$ cat src/rtl/pipelined_addsub.sv
// Pipelined two's-complement adder/subtractor with NZCV flags.
// The carry chain is cut into STAGES equal slices, one register boundary per slice, with valid/ready flow control.
module pipelined_addsub #(
  parameter int WIDTH  = 64,
  parameter int STAGES = 4
) (
  input  logic             clk,
  input  logic             reset,
  input  logic             flush,
  input  logic             in_valid,
  output logic             in_ready,
  input  logic             sub,
  input  logic [WIDTH-1:0] A,
  input  logic [WIDTH-1:0] B,
  output logic             out_valid,
  input  logic             out_ready,
  output logic [WIDTH-1:0] sum,
  output logic             negative,
  output logic             zero,
  output logic             carryOut,
  output logic             overflow
);

  localparam int SW = WIDTH / STAGES;
  localparam int L  = STAGES - 1;

  function automatic logic [SW:0] add_slice(input logic [SW-1:0] x,
                                            input logic [SW-1:0] y,
                                            input logic          ci);
    return {1'b0, x} + {1'b0, y} + {{SW{1'b0}}, ci};
  endfunction

  function automatic logic ovf_flag(input logic a_msb,
                                    input logic b_msb,
                                    input logic s_msb);
    return (a_msb == b_msb) && (s_msb != a_msb);
  endfunction

  logic              stall;
  logic              adv;
  logic [STAGES-1:0] vld_p;
  logic [STAGES-1:0] vin;

  logic [WIDTH-1:0]  a_p [STAGES];
  logic [WIDTH-1:0]  b_p [STAGES];
  logic [WIDTH-1:0]  s_p [STAGES];
  logic              c_p [STAGES];
  logic              z_p [STAGES];

  logic [WIDTH-1:0]  a_n [STAGES];
  logic [WIDTH-1:0]  b_n [STAGES];
  logic [WIDTH-1:0]  s_n [STAGES];
  logic              c_n [STAGES];
  logic              z_n [STAGES];

  assign out_valid = vld_p[L];
  assign stall     = out_valid & ~out_ready;
  assign adv       = ~stall;
  assign in_ready  = adv;

  // Stage k adds slice k of the operands that travelled with the operation,
  // using the carry registered by stage k-1; zero is accumulated slice by slice.
  always_comb begin : slice_chain
    logic [SW:0]      sl;
    logic [WIDTH-1:0] bx;
    vin     = '0;
    bx      = B ^ {WIDTH{sub}};
    sl      = add_slice(A[SW-1:0], bx[SW-1:0], sub);
    a_n[0]  = A;
    b_n[0]  = bx;
    s_n[0]  = '0;
    s_n[0][SW-1:0] = sl[SW-1:0];
    c_n[0]  = sl[SW];
    z_n[0]  = ~|sl[SW-1:0];
    vin[0]  = in_valid;
    for (int k = 1; k < STAGES; k++) begin
      sl     = add_slice(a_p[k-1][k*SW +: SW], b_p[k-1][k*SW +: SW], c_p[k-1]);
      a_n[k] = a_p[k-1];
      b_n[k] = b_p[k-1];
      s_n[k] = s_p[k-1];
      s_n[k][k*SW +: SW] = sl[SW-1:0];
      c_n[k] = sl[SW];
      z_n[k] = z_p[k-1] & ~|sl[SW-1:0];
      vin[k] = vld_p[k-1];
    end
  end

  // Stage boundary: valid bits (reset and flush act here only)
  always_ff @(posedge clk or posedge reset) begin
    if (reset) begin
      vld_p <= '0;
    end else if (flush) begin
      vld_p <= '0;
    end else if (adv) begin
      vld_p <= vin;
    end
  end

  // Stage boundary: operand skew, partial sum, carry and zero registers
  always_ff @(posedge clk) begin
    if (adv) begin
      for (int k = 0; k < STAGES; k++) begin
        a_p[k] <= a_n[k];
        b_p[k] <= b_n[k];
        s_p[k] <= s_n[k];
        c_p[k] <= c_n[k];
        z_p[k] <= z_n[k];
      end
    end
  end

  // Outputs read zero whenever no result is presented, so reset clears them at once.
  assign sum      = out_valid ? s_p[L] : '0;
  assign negative = out_valid & s_p[L][WIDTH-1];
  assign zero     = out_valid & z_p[L];
  assign carryOut = out_valid & c_p[L];
  assign overflow = out_valid & ovf_flag(a_p[L][WIDTH-1], b_p[L][WIDTH-1], s_p[L][WIDTH-1]);

  property p_stall_hold;
    @(posedge clk) disable iff (reset)
      (stall && !flush) |=> (out_valid && $stable(sum));
  endproperty
  assert property (p_stall_hold);

endmodule

$ cat config.mk
export PLATFORM = sky130hd
export DESIGN_NAME = pipelined_addsub
export DESIGN_NICKNAME = d
export VERILOG_FILES = /design/src/rtl/pipelined_addsub.sv
export SDC_FILE = /design/constraint.sdc
export NUM_CORES = 1
export LEC_CHECK = 0
export CORE_MARGIN = 8
export CORE_UTILIZATION = 40
export CTS_CLUSTER_SIZE = 8
export DETAILED_ROUTE_END_ITERATION = 12
export PLACE_DENSITY_LB_ADDON = 0.15
export SLEW_MARGIN = 20
export SYNTH_ARGS = -nofsm -noshare
export SYNTH_HDL_FRONTEND = slang
export SYNTH_SLANG_ARGS = --single-unit
$ cat constraint.sdc
create_clock -name clk -period 14 [get_ports clk]
set_clock_uncertainty 0.1 [all_clocks]
set_input_delay 2.1 -clock clk [delete_from_list [all_inputs] [get_ports clk]]
set_output_delay 2.1 -clock clk [all_outputs]
set_load 0.02 [all_outputs]
==> flow_summary_export.csv <==
group,metric,value,unit
run_status,outcome,"completed",
worst_hold_path,hold_end,"s_p[2][5]",
route,drc_errors,0,
sta,period_needed,5640,ps
die,row_count,71,
sta,setup_tns,0,ps
critical_path,crit_arrival,3440,ps
die,io_pins,204,
critical_path,path_class,"primary input to primary output",
synth,synth_fp_nets,1117,
route,vias,7889,
worst_hold_path,hp-class,"register to register",
synth,yosysMostFrequentCell,"edfxtp_1",
clock_tree,numCtsBuffers,51,
clock_tree,path_clk_slew,50,ps
grt,antenna_found_initial,5,
power_and_ir_drop,p_per_area,153,mW/mm2
synth,synthTopCellsByArea,"edfxtp_1 72%, ha_1 5.0%, xor2_1 4.5%",
synth,synth_edf_count,362,
clock_tree,cts_max_path_buffers,3,
die,die-area,0.0441,mm2
sta,slew_viol_final,0,
power_and_ir_drop,internal-power,0.00229,W
worst_hold_path,hold_depth,0,
clock_tree,htree_levels,2,
die,die_h,210,um
clock_tree,hold_buffers,0,
route,firstDrtPassIters,6,
power_and_ir_drop,p_clk_share,36.6,%
synth,synth.yosys.warnings,0,
finish,drive_above_1_share,6.14,%
die,initial_core_util,40.3,%
grt,grt_pass1_wl,42100,um
critical_path,r2r_end,"z_p[1]",
critical_path,cp-end-kind,"primary output",
power_and_ir_drop,ir_drop,0.0000838,V
grt,grt_max_degree,90,
critical_path,start_kind,"primary input",
clock_tree,tritoncts,"yes",
sta,fmax,177,MHz
finish,area_growth,26.5,%
sta,slew_headroom,32.6,%
clock_tree,cts_root_buffer,"clkbuf_16",
route,routedWlPerCell,16.3,um
clock_tree,clock_sinks,366,
power_and_ir_drop,leakage,7.22,nW
synth,synth.cell_area,0.0150,mm2
synth,netlist.area_leader.share,72.3,%
clock_tree,post_cts_buffers,0,
sta,rsz0062_at_grt,"false",
worst_hold_path,worstHoldStart,"s_p[1][5]",
power_and_ir_drop,p_seq_share,52.2,%
clock_tree,worstSkewPairLatency,540,ps
power_and_ir_drop,p_switching,0.000621,W
die,coreArea,0.0373,mm2
synth,ys.flop_type,"edfxtp_1",
synth,netlist_top_cells_count,"362 x edfxtp_1, 78 x xor2_1, 68 x and2_1",
route,vias_per_cell,4.78,
placement,place.gp.congestion,0.783,
grt,grt_pass1_vias,8185,
finish,nNetsFinal,1363,
die,fp.dieW,210,um
synth,avgSynthCellArea,16.4,um2
critical_path,required,11800,ps
power_and_ir_drop,combPwrFrac,11.2,%
flow_run,maxCapViolations,0,
synth,yosysTopAreaCell,"edfxtp_1",
synth,synth_cell_types,55,
grt,grt_usage,12.0,%
critical_path,reg2reg_depth,11,
critical_path,ff2ff_setup_slack,10150,ps
sta,finalSetupViolCount,0,
synth,ys_seq_area_share,72.9,%
critical_path,r2r-start,"a_p[0][16]",
sta,hold_viol,0,
synth,ys_ff_latch,366,
sta,worstMarginPinSlew,1010,ps
power_and_ir_drop,switching_share,21.3,%
route,wl,26800,um
grt,grt_overflow,0,
critical_path,crit_path_start,"out_ready",
placement,hpwl,18800,um
synth,synthArstFlopShare,1.09,%
clock_tree,cts_resized,0,
route,drtAntennaViolNets,0,
power_and_ir_drop,finalPower,0.00291,W
placement,place.port_buffers,203,
synth,synth_cells,916,
sta,finalCritPeriodShare,40.3,%
route,drtIter0Drc,369,
critical_path,worst-path-max-fanout,9,
[metrics by stage]
| step | cell area, um2 | cells | util, % | hold slack [ps] | setup slack (ps) |
|---|---|---|---|---|---|
| 2_1_floorplan | 15000 | 916 | - | 300 | 4960 |
| 3_3_place_gp | 17700 | 1583 | 47.3 | 300 | 8240 |
| 3_5_place_dp | 17700 | 1583 | 47.3 | 305 | 8180 |
| 4_1_cts | 19000 | 1647 | 51.0 | 307 | 8330 |
| 5_1_grt | 19000 | 1648 | 51.0 | 314 | 8300 |
| 6_report | 19000 | 1649 | 51.0 | 308 | 8360 |
[worst max-delay path, cell delays in order]
cell and delay (ps):
clkdlybuf4s50_1 460, nand2b_4 230, clkdlybuf4s50_1 650
[how the worst max path moves through the flow]
stage / slack (ps) / end / depth (start not counted)
detailed placement: 8180 / b_p[1][44] / 5
global placement: 8240 / a_p[0][44] / 5
global route: 8300 / in_ready / 3
floorplan: 4960 / in_ready / 2
CTS: 8330 / in_ready / 3
finish: 8360 / in_ready / 3
[cell type report]
class,count,area [um2]
clock buffers,63,1360
clock inverters,1,3.75
inverters,24,90.1
fillers,3181,18300
repair buffers,209,2080
diodes,2,5.00
multi-input cells,510,3930
flip-flops and latches,366,11000
well taps,474,593
[state kept, by name (all words and copies together), names as in the netlist]
| signal | flops |
|---|---|
| c_p | 4 |
| z_p | 4 |
| vld_p | 4 |
| s_p | 160 |
| b_p | 97 |
| a_p | 97 |
[layer usage]
| layer | part of all wire [%] | GRT usage (%) |
|---|---|---|
| met5 | 0.14 | 0 |
| met4 | 2.0 | 4.37 |
| met3 | 6.4 | 3.85 |
| met2 | 49 | 20.0 |
| met1 | 43 | 14.4 |
[layout by cell type, fill, tap and decap left out, drive strengths merged, types with 5 or more instances in the layout]
master / netlist / routed
nor3: 11 / 11
inv: 24 / 24
and2: 68 / 68
nor4: 5 / 5
o21a: 6 / 6
a31oi: 6 / 6
a21oi: 43 / 43
edfxtp: 362 / 362
nand2: 17 / 17
o21ai: 26 / 26
xnor2: 35 / 35
clkbuf: 15 / 63
nand3: 9 / 9
fa: 7 / 7
ha: 60 / 60
buf: 1 / 7
xor2: 78 / 78
a21o: 19 / 19
nand4: 5 / 5
nor2b: 5 / 5
nor2: 31 / 31
nand2b: 12 / 12
o21bai: 9 / 9
and3: 8 / 8
clkdlybuf4s50: 0 / 202
[power by group through the flow]
stage / Combinational, W / Sequential, W / Clock (W)
after floorplan: 0.000225 / 0.00152 / 0
after global placement: 0.000325 / 0.00154 / 0
after detailed placement: 0.000328 / 0.00155 / 0
after CTS: 0.000330 / 0.00153 / 0.00111
after global routing: 0.000364 / 0.00155 / 0.00114
final: 0.000326 / 0.00152 / 0.00107
[logic make-up (layout without fill, tap and decap cells)]
kind of cell / after synthesis / count (layout) / synth area share (%)
flip-flops: 366 / 366 / 72.9
AND/OR/NAND/NOR: 190 / 190 / 7.34
AO/OA/AOI/OAI: 136 / 136 / 5.95
XOR/XNOR: 113 / 113 / 6.58
adder cells (fa/ha/maj): 67 / 67 / 5.92
buffers and inverters: 40 / 297 / 1.02
multiplexers: 4 / 4 / 0.266
other: 0 / 2 / 0
(Power assumes the default switching activity.)
